$ cat src/rtl/pia8255_gen.sv
// pia8255_gen: 8255-style parallel interface, mode 0 with optional strobed-input mode 1.
// Define PIA_MODE1_EN to enable the mode 1 strobed-input handshake on groups A and B.
module pia8255_gen #(
    parameter logic [7:0] RESET_CW = 8'h9B,
    parameter logic [7:0] PC_RESET = 8'h00
) (
    input  logic       clk,
    input  logic       reset_n,
    input  logic       cs,
    input  logic       rnw,
    input  logic [1:0] addr,
    input  logic [7:0] din,
    output logic [7:0] dout,
    input  logic [7:0] pa_i,
    input  logic [7:0] pb_i,
    input  logic [7:0] pc_i,
    output logic [7:0] pa_o,
    output logic [7:0] pb_o,
    output logic [7:0] pc_o,
    output logic [7:0] pa_oe,
    output logic [7:0] pb_oe,
    output logic [7:0] pc_oe,
    output logic       irq
);
    logic [7:0] cw, pa_lat, pb_lat, pc_lat, lat_a, lat_b;
    logic ibf_a, ibf_b, intr_a, intr_b, inte_a, inte_b, stb_a_q, stb_b_q;
    logic mode_a, mode_b, wr, rd, cw_wr, bsr_wr;
    logic fall_a, rise_a, rd_a, fall_b, rise_b, rd_b;

`ifdef PIA_MODE1_EN
    assign mode_a = (cw[6:5] == 2'b01) & cw[4];
    assign mode_b = cw[2] & cw[1];
`else
    logic unused_cw;
    assign mode_a = 1'b0;
    assign mode_b = 1'b0;
    assign unused_cw = ^{cw[6:5], cw[2]};
`endif

    assign wr     = cs & ~rnw;
    assign rd     = cs & rnw;
    assign cw_wr  = wr & (addr == 2'd3) & din[7];
    assign bsr_wr = wr & (addr == 2'd3) & ~din[7];
    assign fall_a = mode_a & stb_a_q & ~pc_i[4];
    assign rise_a = mode_a & ~stb_a_q & pc_i[4];
    assign rd_a   = mode_a & rd & (addr == 2'd0);
    assign fall_b = mode_b & stb_b_q & ~pc_i[2];
    assign rise_b = mode_b & ~stb_b_q & pc_i[2];
    assign rd_b   = mode_b & rd & (addr == 2'd1);

    always_ff @(posedge clk or negedge reset_n) begin
        if (!reset_n) begin
            cw      <= RESET_CW;
            pa_lat  <= 8'h00;
            pb_lat  <= 8'h00;
            pc_lat  <= PC_RESET;
            lat_a   <= 8'h00;
            lat_b   <= 8'h00;
            {ibf_a, intr_a, inte_a} <= 3'b000;
            {ibf_b, intr_b, inte_b} <= 3'b000;
            stb_a_q <= 1'b1;
            stb_b_q <= 1'b1;
        end else begin
            stb_a_q <= pc_i[4];
            stb_b_q <= pc_i[2];
            if (wr && addr == 2'd0) pa_lat <= din;
            if (wr && addr == 2'd1) pb_lat <= din;
            if (wr && addr == 2'd2) pc_lat <= din;
            if (bsr_wr) pc_lat[din[3:1]] <= din[0];
            if (cw_wr) begin
                cw     <= din;
                pa_lat <= 8'h00;
                pb_lat <= 8'h00;
                pc_lat <= 8'h00;
            end
            // a strobe landing on a read-clear edge keeps the new data pending
            if (fall_a) lat_a <= pa_i;
            ibf_a  <= fall_a | (ibf_a & ~rd_a);
            intr_a <= ~rd_a & (intr_a | (rise_a & ibf_a & inte_a));
            if (bsr_wr && din[3:1] == 3'd4) inte_a <= din[0];
            if (cw_wr || !mode_a) {ibf_a, intr_a, inte_a} <= 3'b000;
            if (fall_b) lat_b <= pb_i;
            ibf_b  <= fall_b | (ibf_b & ~rd_b);
            intr_b <= ~rd_b & (intr_b | (rise_b & ibf_b & inte_b));
            if (bsr_wr && din[3:1] == 3'd2) inte_b <= din[0];
            if (cw_wr || !mode_b) {ibf_b, intr_b, inte_b} <= 3'b000;
        end
    end

    assign pa_o  = pa_lat;
    assign pb_o  = pb_lat;
    assign pa_oe = {8{~cw[4]}};
    assign pb_oe = {8{~cw[1]}};
    assign irq   = intr_a | intr_b;

    // handshake pins override the PC latch and nibble direction in mode 1
    always_comb begin
        pc_o  = pc_lat;
        pc_oe = {{4{~cw[3]}}, {4{~cw[0]}}};
        if (mode_a) begin
            pc_o[5]     = ibf_a;
            pc_o[3]     = intr_a;
            pc_oe[5:3]  = 3'b101;
        end
        if (mode_b) begin
            pc_o[1:0]   = {ibf_b, intr_b};
            pc_oe[2:0]  = 3'b011;
        end
    end

    assign dout = (addr == 2'd0) ? (mode_a ? lat_a : (pa_lat & pa_oe) | (pa_i & ~pa_oe)) :
                  (addr == 2'd1) ? (mode_b ? lat_b : (pb_lat & pb_oe) | (pb_i & ~pb_oe)) :
                  (addr == 2'd2) ? (pc_o & pc_oe) | (pc_i & ~pc_oe) : 8'h00;
endmodule
$ cat config.mk
export PLATFORM = sky130hd
export DESIGN_NAME = pia8255_gen
export DESIGN_NICKNAME = d
export VERILOG_FILES = /design/src/rtl/pia8255_gen.sv
export SDC_FILE = /design/constraint.sdc
export NUM_CORES = 1
export LEC_CHECK = 0
export BUFFER_PORTS_ARGS = -buffer_cell sky130_fd_sc_hd__clkbuf_2
export CORE_UTILIZATION = 30
export DETAILED_ROUTE_END_ITERATION = 16
export PLACE_DENSITY = 0.63
export SKIP_CTS_REPAIR_TIMING = 1
export SYNTH_ARGS = -nofsm -noshare
export SYNTH_HDL_FRONTEND = slang
export SYNTH_SLANG_ARGS = --single-unit
$ cat constraint.sdc
create_clock -name clk -period 2.2 [get_ports clk]
set_clock_uncertainty 0.15 [all_clocks]
set_input_delay 0.44 -clock clk [delete_from_list [all_inputs] [get_ports clk]]
set_output_delay 0.44 -clock clk [all_outputs]
set_load 0.01 [all_outputs]
Yosys cells after proc, flatten, opt, wreduce, memory -nomap -nowiden
Index checks and enable logic that the tools add are counted.
Widths: inputs -> output; s select.
- order comparisons: 2
- equality and inequality tests: 3
- muxes and demuxes: 13
- bitwise gates (word level): 22
- reduce and logical (&&, ||, !) cells: 7
- operators with widths (operator ; count):
    $mux 8 ; 10
    $and 8x8->8 ; 6
    $not 8->8 ; 3
    $or 8x8->8 ; 3
    $bwmux 8 ; 1
    $not 1->1 ; 6
    $and 1x1->1 ; 4
    $eq 2x2->1 const B ; 2
    $logic_and 1x1->1 ; 4
    $lt 3x4->1 const B ; 1
    $reduce_bool 2->1 ; 2
    $demux 1 s3 ; 1
    $ge 3x1->1 const B ; 1
    $eq 2x1->1 const B ; 1
    $logic_not 2->1 ; 1
    $mux 1 ; 1
- flip-flop bits (word level): 29
- bits of input ports: 38
- output and inout bits: 57
- word-level logic and storage cells: 51

Logic depth before layout (Yosys ltp)
Gate-level depths: netlist of the first run.
- word-level depth: 7
- gate-level depth with buffers: 5
- depth with buffers taken out: 3

Worst setup path after synthesis of the first run
No wires, ideal clock.
- kind: reg2out
- start point: reg cw[4]
- end point: out dout[2]
- data arrival time: 1.442 ns
- required time: 1.610 ns
- path slack: 0.168 ns
- cell stages (with the launch flop): 5
- path through: dfstp_2 -> clkbuf_1 -> mux2i_1 -> o22ai_1 -> a31o_2
- longest elaborated chain between the ends: 5
- elaborated cells between the ends (all ways): 6
- ends and longest elaborated chain (item ; RTL line ; text):
    start: declaration ; 25 ; logic [7:0] cw, pa_lat, pb_lat, pc_lat, lat_a, lat_b;
    start signal: assignment ; 71 ; cw <= din;
    $not 1->1 * ; 92 ; assign pa_oe = {8{~cw[4]}};
    $not 8->8 ; 111 ; assign dout = (addr == 2'd0) ? (mode_a ? lat_a : (pa_lat & pa_oe) | (pa_i & ~pa_oe)) :
    $and 8x8->8 ; 111 ;
    $or 8x8->8 * ; 111 ;
    $mux 8 * ; 111 ;
    end: declaration ; 13 ; output logic [7:0] dout,
Mark *: on every way between the ends. The rest lies on a longest branch, timed or not.

Worst setup path in the final report of the first run
- start point: reg cw[3]
- end point: out dout[4]
- longest elaborated chain between the ends: 7
- elaborated cells between the ends (all ways): 8
- ends and longest elaborated chain (item ; RTL line ; text):
    $not 1->1 * ; 99 ; pc_oe = {{4{~cw[3]}}, {4{~cw[0]}}};
    $not 8->8 ; 113 ; (addr == 2'd2) ? (pc_o & pc_oe) | (pc_i & ~pc_oe) : 8'h00;
    $and 8x8->8 ; 113 ;
    $or 8x8->8 * ; 113 ;
    $mux 8 * ; 113 ;
    $mux 8 * ; 112 ; (addr == 2'd1) ? (mode_b ? lat_b : (pb_lat & pb_oe) | (pb_i & ~pb_oe)) :
    $mux 8 * ; 111 ;
Marks and branches as above.

==> results of run 1 <==
==> cell usage after synthesis, drive strengths merged <==
cell and instances:
a22o 14, a32o 1, clkbuf 7, conb 1, o21ba 1, or4b 1, a2bb2oi 6, inv 7
o22ai 2, and4bb 1, dfrtp 24, nand2b 3, dfstp 4, a211oi 7, nand4b 2, o21ai 3
or4bb 2, nand2 5, a211o 1, mux2 5, mux2i 31, nor2 11, nand4bb 1, and4b 1
nor4bb 3, nor2b 1, nor3 7, or2 3, a221oi 1, a31o 2, a21oi 7, and3 1
nand3b 1, buf 27
==> layout by cell type, fill, tap and decap left out, drive strengths merged, types with 2 or more instances in the layout <==
cell type	instances
nor2	11
or2	3
a31o	2
nor4bb	3
nand4b	2
inv	7
clkbuf	94
buf	17
a21oi	7
a211oi	7
nor3	7
or4bb	2
mux2	5
o21ai	3
nand2b	3
dfstp	4
dfrtp	24
nand2	5
o22ai	2
a22o	14
mux2i	31
a2bb2oi	6
==> worst max-delay path: stages, from the launching register on <==
cell      delay, ns
dfstp_2        0.61
mux2_2         0.35
a31o_2         0.25
clkbuf_2       0.12
==> metrics by stage <==
stage / util, % / total power (uW) / std cells
3_5_place_dp: 39.0 / 1490 / 341
2_1_floorplan: - / 1260 / 194
5_1_grt: 40.8 / 2050 / 347
3_3_place_gp: 39.0 / 1490 / 341
6_report: 40.8 / 1910 / 347
4_1_cts: 40.1 / 1900 / 345
==> state kept, by name, summed over array words and instances, names as in the netlist <==
register and cells:
cw 4, pa_o 8, pb_o 8, pc_o 8
==> final timing paths <==
kind / start / to / slack, ns
worst max-delay path: cw[3]$_DFFE_PN1P_ / dout[4] / -0.003
worst min-delay path: reset_n / pa_o[5]$_DFFE_PN0P_ / 0.04
worst max register to register: cw[1]$_DFFE_PN1P_ / cw[1]$_DFFE_PN1P_ / 1.09
worst min register to register: pb_o[3]$_DFFE_PN0P_ / pb_o[3]$_DFFE_PN0P_ / 0.39
max in group asynchronous: reset_n / pb_o[1]$_DFFE_PN0P_ / 1.40
min in group clk: din[6] / pb_o[6]$_DFFE_PN0P_ / 0.28
==> where the power goes <==
group	internal (uW)	leakage, uW	switching [uW]
combinational	385	0.000845	385
clock	244	0.0000357	167
sequential	625	0.000349	106
==> kinds of logic after synthesis <==
kind of cell,count (synthesis),synth area share [%]
AO/OA/AOI/OAI,45,17.8
buffers and inverters,41,12.8
flip-flops,28,36.4
multiplexers,36,18.9
other,1,0.193
AND/OR/NAND/NOR,43,13.9
==> cell type report <==
cell class / instances / share of cell area [%]
Clock buffer: 3 / 1.66
Clock inverter: 1 / 1.21
Inverter: 7 / 1.06
Multi-Input combinational cell: 125 / 40.3
Sequential cell: 28 / 28.4
Tap cell: 75 / 3.77
Timing Repair Buffer: 108 / 23.7
==> metal layers <==
metal / wire [microns] / global-route usage, % / up-vias / share of wire [%]
met5: 0 / 0 / - / 0
met4: 58 / 3.68 / 0 / 1.1
li1: - / - / 851 / -
met1: 2450 / 21.4 / 850 / 46
met2: 2610 / 28.1 / 68 / 49
met3: 245 / 1.21 / 7 / 4.6
==> impl_metrics.csv, run 1 <==
group,metric,value,unit
outcome,outcome,"finished, violations left",
outcome,violations,"setup timing",
timing,tns,-0.00302,ns
global_route,overflow,0,
place,dp_hpwl,4340,microns
hold_path,hold_path.class,"in2async",
logic_synthesis,yosysUniqueCellTypes,40,
layout,final_area,0.00249,sq mm
clock_tree,clock-sinks,28,
pwr,p_per_area,769,mW/mm^2
route,drc,0,
place,io_buffers,93,
timing,fin_crit_sh,100,%
layout,area_delta_synth_final,28.1,%
pwr,power_leakage,0.00123,uW
logic_synthesis,synth-seq-cells,28,
worst_setup_path,crit_arrival,1.61,ns
route,ant_nets,0,
route,viasPerCell,5.12,
route,via_count,1776,
clock_tree,clk_latency,0.27,ns
logic_synthesis,yosys_warnings,0,
timing,fin_ws,-0.00302,ns
global_route,grt_pass1_vias,1648,
layout,drive_above_1_share,48.2,%
global_route,grt_use_total,16.1,%
clock_tree,cts_buffers,3,
die,initial_core_util,31.8,%
global_route,antenna_found_initial,0,
place,place_area,0.00237,sq mm
timing,slew_headroom,52.7,%
worst_setup_path,cp-end-kind,"output port",
worst_setup_path,worstSetupPathType,"reg2out",
die,ios,95,
job,maxCapViolations,0,
timing,tightest_slew,0.709,ns
layout,seq_area,706,sq um
logic_synthesis,yosysTopAreaCell,"dfrtp_1",
worst_setup_path,cp-start-kind,"flip-flop",
pwr,peakVddDrop,0.336,mV
logic_synthesis,syn-num-nets,232,
worst_setup_path,crit_required,1.61,ns
global_route,grt_pass1_wl,8130,microns
logic_synthesis,postSynthAreaPerCell,10.0,sq um
timing,layout_min_cycle_time,2.20,ns
global_route,grt_max_degree,29,
layout,fin_nets,311,
timing,drv_slew,0,
layout,fillCellCount,625,
worst_setup_path,r2r_cells,2,
clock_tree,cts_buffer_depth,2,
die,fp.dieArea,0.00679,sq mm
logic_synthesis,seq_area_frac_synth,36.4,%
layout,antenna_cells,0,
route,drt_iter0_markers,109,
route,first_pass_iters,4,
clock_tree,htree_levels,1,
logic_synthesis,synth_top_cell_area_share,30.9,%
die,die_y,82.4,microns
die,fp.dieW,82.4,microns
die,core_area,0.00610,sq mm
place,dp_slack,0.192,ns
die,num_rows,28,
clock_tree,root_buffer,"clkbuf_8",
route,wl_per_cell,15.5,microns
timing,grt_setup_unrepaired,"yes",
route,wirelength,5370,microns
logic_synthesis,netlist_top_cells_area,"dfrtp_1, mux2i_1, buf_4, a22o_1, dfstp_2",
logic_synthesis,syn_area,0.00194,sq mm
layout,multi_input_area,0.00100,sq mm
clock_tree,tritoncts,"yes",
timing,fmax,454,MHz
clock_tree,clkTransAtPathRegs,0.10,ns
timing,setup_viol,1,
place,place.gp.congestion,0.773,
worst_setup_path,cp_max_fo,6,
logic_synthesis,synthCells,194,
timing,timing.hold.ws,0.0404,ns
timing,hold_violations,0,
(Power assumes the default switching activity.)
==> run 2: changes to the inputs <==
- PLACE_DENSITY: 0.63 -> 0.61
==> run 2 against run 1 <==
  * The run still ends with setup timing left
  * Highest routed layer unchanged
  * Setup slack worse by 0.025 ns
  * Non-clock buffer count grew 1
  * Combinational power up 2%
  * Design area down 0.65%
  * Fmax fell by 1.1%
==> impl_metrics.csv, run 2 (synthesized netlist as in run 1, its figures left out) <==
group,metric,value,unit
die,die_y,82.4,microns
layout,fin_nets,312,
die,num_rows,28,
place,place_area,0.00237,sq mm
global_route,antenna_found_initial,0,
route,first_pass_iters,4,
global_route,grt_pass1_vias,1590,
clock_tree,htree_levels,1,
route,met1_length,2570,microns
timing,hold_violations,0,
hold_path,hold_path.class,"in2async",
pwr,swShare,36.4,%
pwr,power.share.clock,15.8,%
die,fp.dieArea,0.00679,sq mm
timing,drv_slew,0,
route,viasPerCell,5.24,
pwr,p_int,1150,uW
route,wirelength,5650,microns
timing,fin_crit_sh,101,%
layout,fillCellCount,631,
timing,timing.hold.ws,0.0492,ns
worst_setup_path,rr_endpoint,"cw[1]$_DFFE_PN1P_",
timing,tightest_slew,0.719,ns
clock_tree,root_buffer,"clkbuf_8",
die,core_area,0.00610,sq mm
worst_setup_path,reg2reg_slack,1.07,ns
place,dp_hpwl,4510,microns
die,fp.dieW,82.4,microns
clock_tree,cts_buffer_depth,2,
timing,grt_setup_unrepaired,"yes",
worst_setup_path,crit_required,1.61,ns
route,dr_wl_met3,256,microns
route,via_count,1817,
layout,mostFrequentLayoutCells,"clkbuf_2, mux2i_1, dfrtp_1",
global_route,grt_max_degree,29,
route,wl_per_cell,16.3,microns
worst_setup_path,worstSetupPathType,"reg2out",
pwr,comb_power_share,43.6,%
pwr,peakVddDrop,0.314,mV
timing,slew_headroom,52.0,%
place,dp_slack,0.118,ns
die,initial_core_util,31.8,%
clock_tree,cts_buffers,3,
place,place.gp.congestion,0.866,
route,dr_wl_met2,2770,microns
layout,multi_input_area,997,sq um
place,io_buffers,93,
timing,tns,-0.0341,ns
worst_setup_path,cp-start-kind,"flip-flop",
global_route,overflow,0,
layout,fin_util,40.5,%
clock_tree,clock-sinks,28,
layout,area_delta_synth_final,27.3,%
die,ios,95,
route,maxUsedRoutingLayer,"met4",
outcome,outcome,"finished, violations left",
layout,antenna_cells,0,
clock_tree,clk_latency,0.28,ns
pwr,p_seq_share,40.6,%
timing,setup_viol,2,
route,drc,0,
clock_tree,clkTransAtPathRegs,0.09,ns
timing,fmax,449,MHz
layout,final_area,0.00247,sq mm
pwr,power_leakage,0.00123,uW
job,maxCapViolations,0,
worst_setup_path,worstReg2RegStart,"cw[1]$_DFFE_PN1P_",
layout,drive_above_1_share,47.8,%
layout,layout_commonest_cell,"clkbuf_2",
pwr,power.net_switching,658,uW
clock_tree,tritoncts,"yes",
route,drt_iter0_markers,127,
route,ant_nets,0,
timing,layout_min_cycle_time,2.23,ns
worst_setup_path,r2r_cells,2,
layout,seq_area,706,sq um
global_route,grt_pass1_wl,8220,microns
worst_setup_path,cp-end-kind,"output port",
pwr,p_per_area,732,mW/mm^2
worst_setup_path,cp_max_fo,6,
global_route,grt_use_total,16.3,%
outcome,violations,"setup timing",
worst_setup_path,crit_arrival,1.64,ns
timing,fin_ws,-0.0280,ns
## run 2: worst max-delay path, cell delays in order (launching register included)
cell     delay (ns)
dfstp_2        0.65
mux2i_1        0.24
o22ai_1        0.11
a31o_2         0.24
buf_6          0.12
## run 2: power by group through the flow
stage	clock (uW)	sequential, uW	combinational (uW)
after floorplan	0	726	538
after global placement	0	743	744
after detailed placement	0	747	749
after CTS	282	736	751
after global routing	308	749	877
final	285	735	789
## run 2: worst max path at each step
stage,start,end,slack [ns],depth (start not counted)
3_5_place_dp,addr[0],dout[2],0.12,5
2_1_floorplan,cw[4]$_DFFE_PN1P_,dout[2],0.17,4
5_1_grt,cw[1]$_DFFE_PN1P_,dout[4],-0.06,4
6_report,cw[1]$_DFFE_PN1P_,dout[4],-0.03,4
3_3_place_gp,addr[0],dout[2],0.18,5
4_1_cts,cw[1]$_DFFE_PN1P_,dout[7],-0.02,5
## run 2: area by class of cell
type                       count  share of cell area [%]
timing repair buffer         109                    24.5
tap                           75                    3.80
multi-input combinational    125                    40.4
sequential                    28                    28.6
inverter                       7                    1.06
clock buffer                   3                    1.67
## run 2: layer usage
layer	vias up	track usage (%)
li1	850	-
met1	887	22.0
met2	74	27.9
met3	6	1.21
met4	0	4.56
met5	-	0
## run 2: per-stage QoR
step,power (uW),cells
finish,1810,347
global route,1930,347
CTS,1770,343
detailed placement,1500,340
global placement,1490,340
floorplan,1260,194
==> run 3: changes to the inputs <==
--- a/config.mk
+++ b/config.mk
@@ -11,3 +11,5 @@
 export PLACE_DENSITY = 0.61
+export SETUP_SLACK_MARGIN = 0.5
 export SKIP_CTS_REPAIR_TIMING = 1
+export SKIP_LAST_GASP = 1
 export SYNTH_ARGS = -nofsm -noshare
==> constraint.sdc (replaced) <==
create_clock -name clk -period 2.2 [get_ports clk]
set_clock_uncertainty 0.15 [all_clocks]
set_input_delay 0.55 -clock clk [delete_from_list [all_inputs] [get_ports clk]]
set_output_delay 0.55 -clock clk [all_outputs]
set_load 0.01 [all_outputs]
==> run 3 against run 2 <==
  * The flow still finishes with violations (setup timing)
  * Final cell count up 0.58%
  * Fmax down 4.5%
  * Critical path depth is 1 lower
  * Register-to-register slack better by 0.08 ns
  * Core utilization rose by 4.8 points
  * Power grew 14%
  * Via count up 0.11%
  * Sequential power increased by 1%
  * Die area did not move
  * Combinational power increased by 14%
  * Clock power rose by 47%
  * Global-route usage is 1.1 points higher
  * Critical path type unchanged
==> impl_metrics.csv, run 3 (synthesized netlist as in run 1, its figures left out) <==
group,metric,value,unit
outcome,outcome,"finished, violations left",
outcome,violations,"setup timing",
clock_tree,cts_buffers,3,
global_route,grt_pass1_vias,1677,
clock_tree,clock-sinks,28,
timing,fmax,429,MHz
worst_setup_path,critPathTopFamily,"flip-flops",
worst_setup_path,rr_endpoint,"cw[0]$_DFFE_PN1P_",
route,first_pass_iters,4,
pwr,p_int,1330,uW
route,wl_per_cell,16.8,microns
global_route,grt_use_total,17.4,%
worst_setup_path,critPathMaxStageDelay,0.66,ns
worst_setup_path,cp-end-kind,"output port",
layout,fin_util,45.3,%
timing,hold_violations,0,
clock_tree,tritoncts,"yes",
layout,fillCellCount,594,
route,ant_nets,0,
timing,setup_viol,8,
pwr,swShare,35.7,%
layout,area_delta_synth_final,42.3,%
layout,antenna_cells,0,
global_route,antenna_found_initial,0,
route,drc,0,
timing,fin_ws,-0.133,ns
global_route,gr-max-usage-layer,"met2",
place,dp_hpwl,4610,microns
global_route,met3_usage,2.31,%
worst_setup_path,critPathSlowestCell,"dfstp_2",
worst_setup_path,crit_buf_inv,1,
clock_tree,clk_latency,0.28,ns
worst_setup_path,cp-startpoint,"cw[3]$_DFFE_PN1P_",
layout,seq_area,706,sq um
worst_setup_path,crit_arrival,1.63,ns
die,num_rows,28,
pwr,power.share.clock,20.4,%
pwr,power.net_switching,737,uW
pwr,p_seq_share,36.1,%
route,via_count,1819,
route,viasPerCell,5.21,
worst_setup_path,worstReg2RegStart,"cw[0]$_DFFE_PN1P_",
pwr,comb_power_share,43.5,%
layout,final_cells,349,
route,wirelength,5860,microns
route,drt_iter0_markers,67,
pwr,p_per_area,747,mW/mm^2
worst_setup_path,reg2reg_slack,1.15,ns
worst_setup_path,cp-endpoint,"dout[4]",
die,initial_core_util,31.8,%
timing,tightest_slew,0.705,ns
global_route,gr-usage-met2,27.8,%
place,place.gp.congestion,0.813,
pwr,peakVddDrop,0.413,mV
place,place.detailed.instances,345,
die,fp.dieArea,0.00679,sq mm
clock_tree,clkTransAtPathRegs,0.10,ns
die,ios,95,
layout,drive_above_1_share,59.5,%
layout,fin_nets,313,
die,die_y,82.4,microns
worst_setup_path,path_depth,3,
worst_setup_path,cp_max_fo,6,
die,core_area,0.00610,sq mm
pwr,power_leakage,0.00129,uW
timing,slew_headroom,53.0,%
timing,layout_min_cycle_time,2.33,ns
layout,mostFrequentLayoutCells,"clkbuf_2, mux2i_1, dfrtp_1",
timing,tns,-0.954,ns
hold_path,hold_path.class,"in2async",
worst_setup_path,worstSetupPathType,"reg2out",
timing,grt_setup_unrepaired,"yes",
global_route,grt_max_degree,29,
timing,timing.hold.ws,0.146,ns
clock_tree,htree_levels,1,
worst_setup_path,crit_required,1.50,ns
worst_setup_path,cp-start-kind,"flip-flop",
die,fp.dieW,82.4,microns
timing,drv_slew,0,
clock_tree,root_buffer,"clkbuf_8",
global_route,grt_pass1_wl,8670,microns
global_route,grt_use_met1,23.7,%
worst_setup_path,cp_cell_sequence,"mux2_4 -> a31o_2 -> clkbuf_2",
place,io_buffers,93,
worst_setup_path,r2r_cells,2,
timing,fin_crit_sh,106,%
global_route,overflow,0,
job,maxCapViolations,0,
layout,layout_commonest_cell,"clkbuf_2",
layout,multi_input_area,0.00124,sq mm
clock_tree,cts_buffer_depth,2,
[run 3: changes by cell type in the layout (fill, tap and decap cells not counted), moves of 5 or more]
cell | before | now
nor2_1 | 11 | 2
a2bb2oi_2 | 0 | 6
a2bb2oi_1 | 6 | 0
mux2i_1 | 31 | 24
mux2i_4 | 0 | 6
buf_2 | 0 | 5
nor2_4 | 0 | 7
[run 3: how the worst min path moves through the flow]
stage                             start                  end  slack [ns]  depth (start not counted)
detailed placement  pa_o[5]$_DFFE_PN0P_  pa_o[5]$_DFFE_PN0P_        0.37                          1
floorplan                       reset_n  pa_o[0]$_DFFE_PN0P_        0.10                          0
global placement    pa_o[0]$_DFFE_PN0P_  pa_o[0]$_DFFE_PN0P_        0.37                          1
finish                          reset_n    pc_o[2]$_DFF_PN0_        0.15                          1
global route                    reset_n    pc_o[2]$_DFF_PN0_        0.20                          1
CTS                             reset_n    pc_o[2]$_DFF_PN0_        0.18                          1
[run 3: worst register-to-register path: stages (launching register included)]
cell     delay (ns)
dfstp_2        0.63
inv_2          0.08
mux2i_1        0.13
[run 3: cell type report]
cell class	instances	share of cell area, %
sequential	28	25.6
clock buffer	3	1.50
multi-input combinational	125	45.0
timing repair buffer	110	22.5
inverter	7	0.952
tap	75	3.40
clock inverter	1	1.09
[run 3: power by group through the flow]
stage | combinational [uW] | clock, uW | sequential, uW
detailed placement | 819 | 0 | 741
global route | 977 | 455 | 761
CTS | 823 | 424 | 730
floorplan | 628 | 0 | 729
global placement | 818 | 0 | 739
finish | 897 | 420 | 744
[run 3: metrics by stage]
stage | area (sq um) | worst slack, ns | power (uW)
after CTS | 2600 | -0.193 | 1980
final | 2760 | -0.133 | 2060
after global routing | 2760 | -0.194 | 2190
after global placement | 2530 | 0.0602 | 1560
after detailed placement | 2530 | 0.0482 | 1560
after floorplan | 2140 | 0.273 | 1360
[run 3: per-layer routing]
layer / wire (microns) / vias up
met5: 0 / -
met4: 87 / 0
met3: 398 / 6
met2: 2820 / 81
met1: 2560 / 876
li1: - / 856
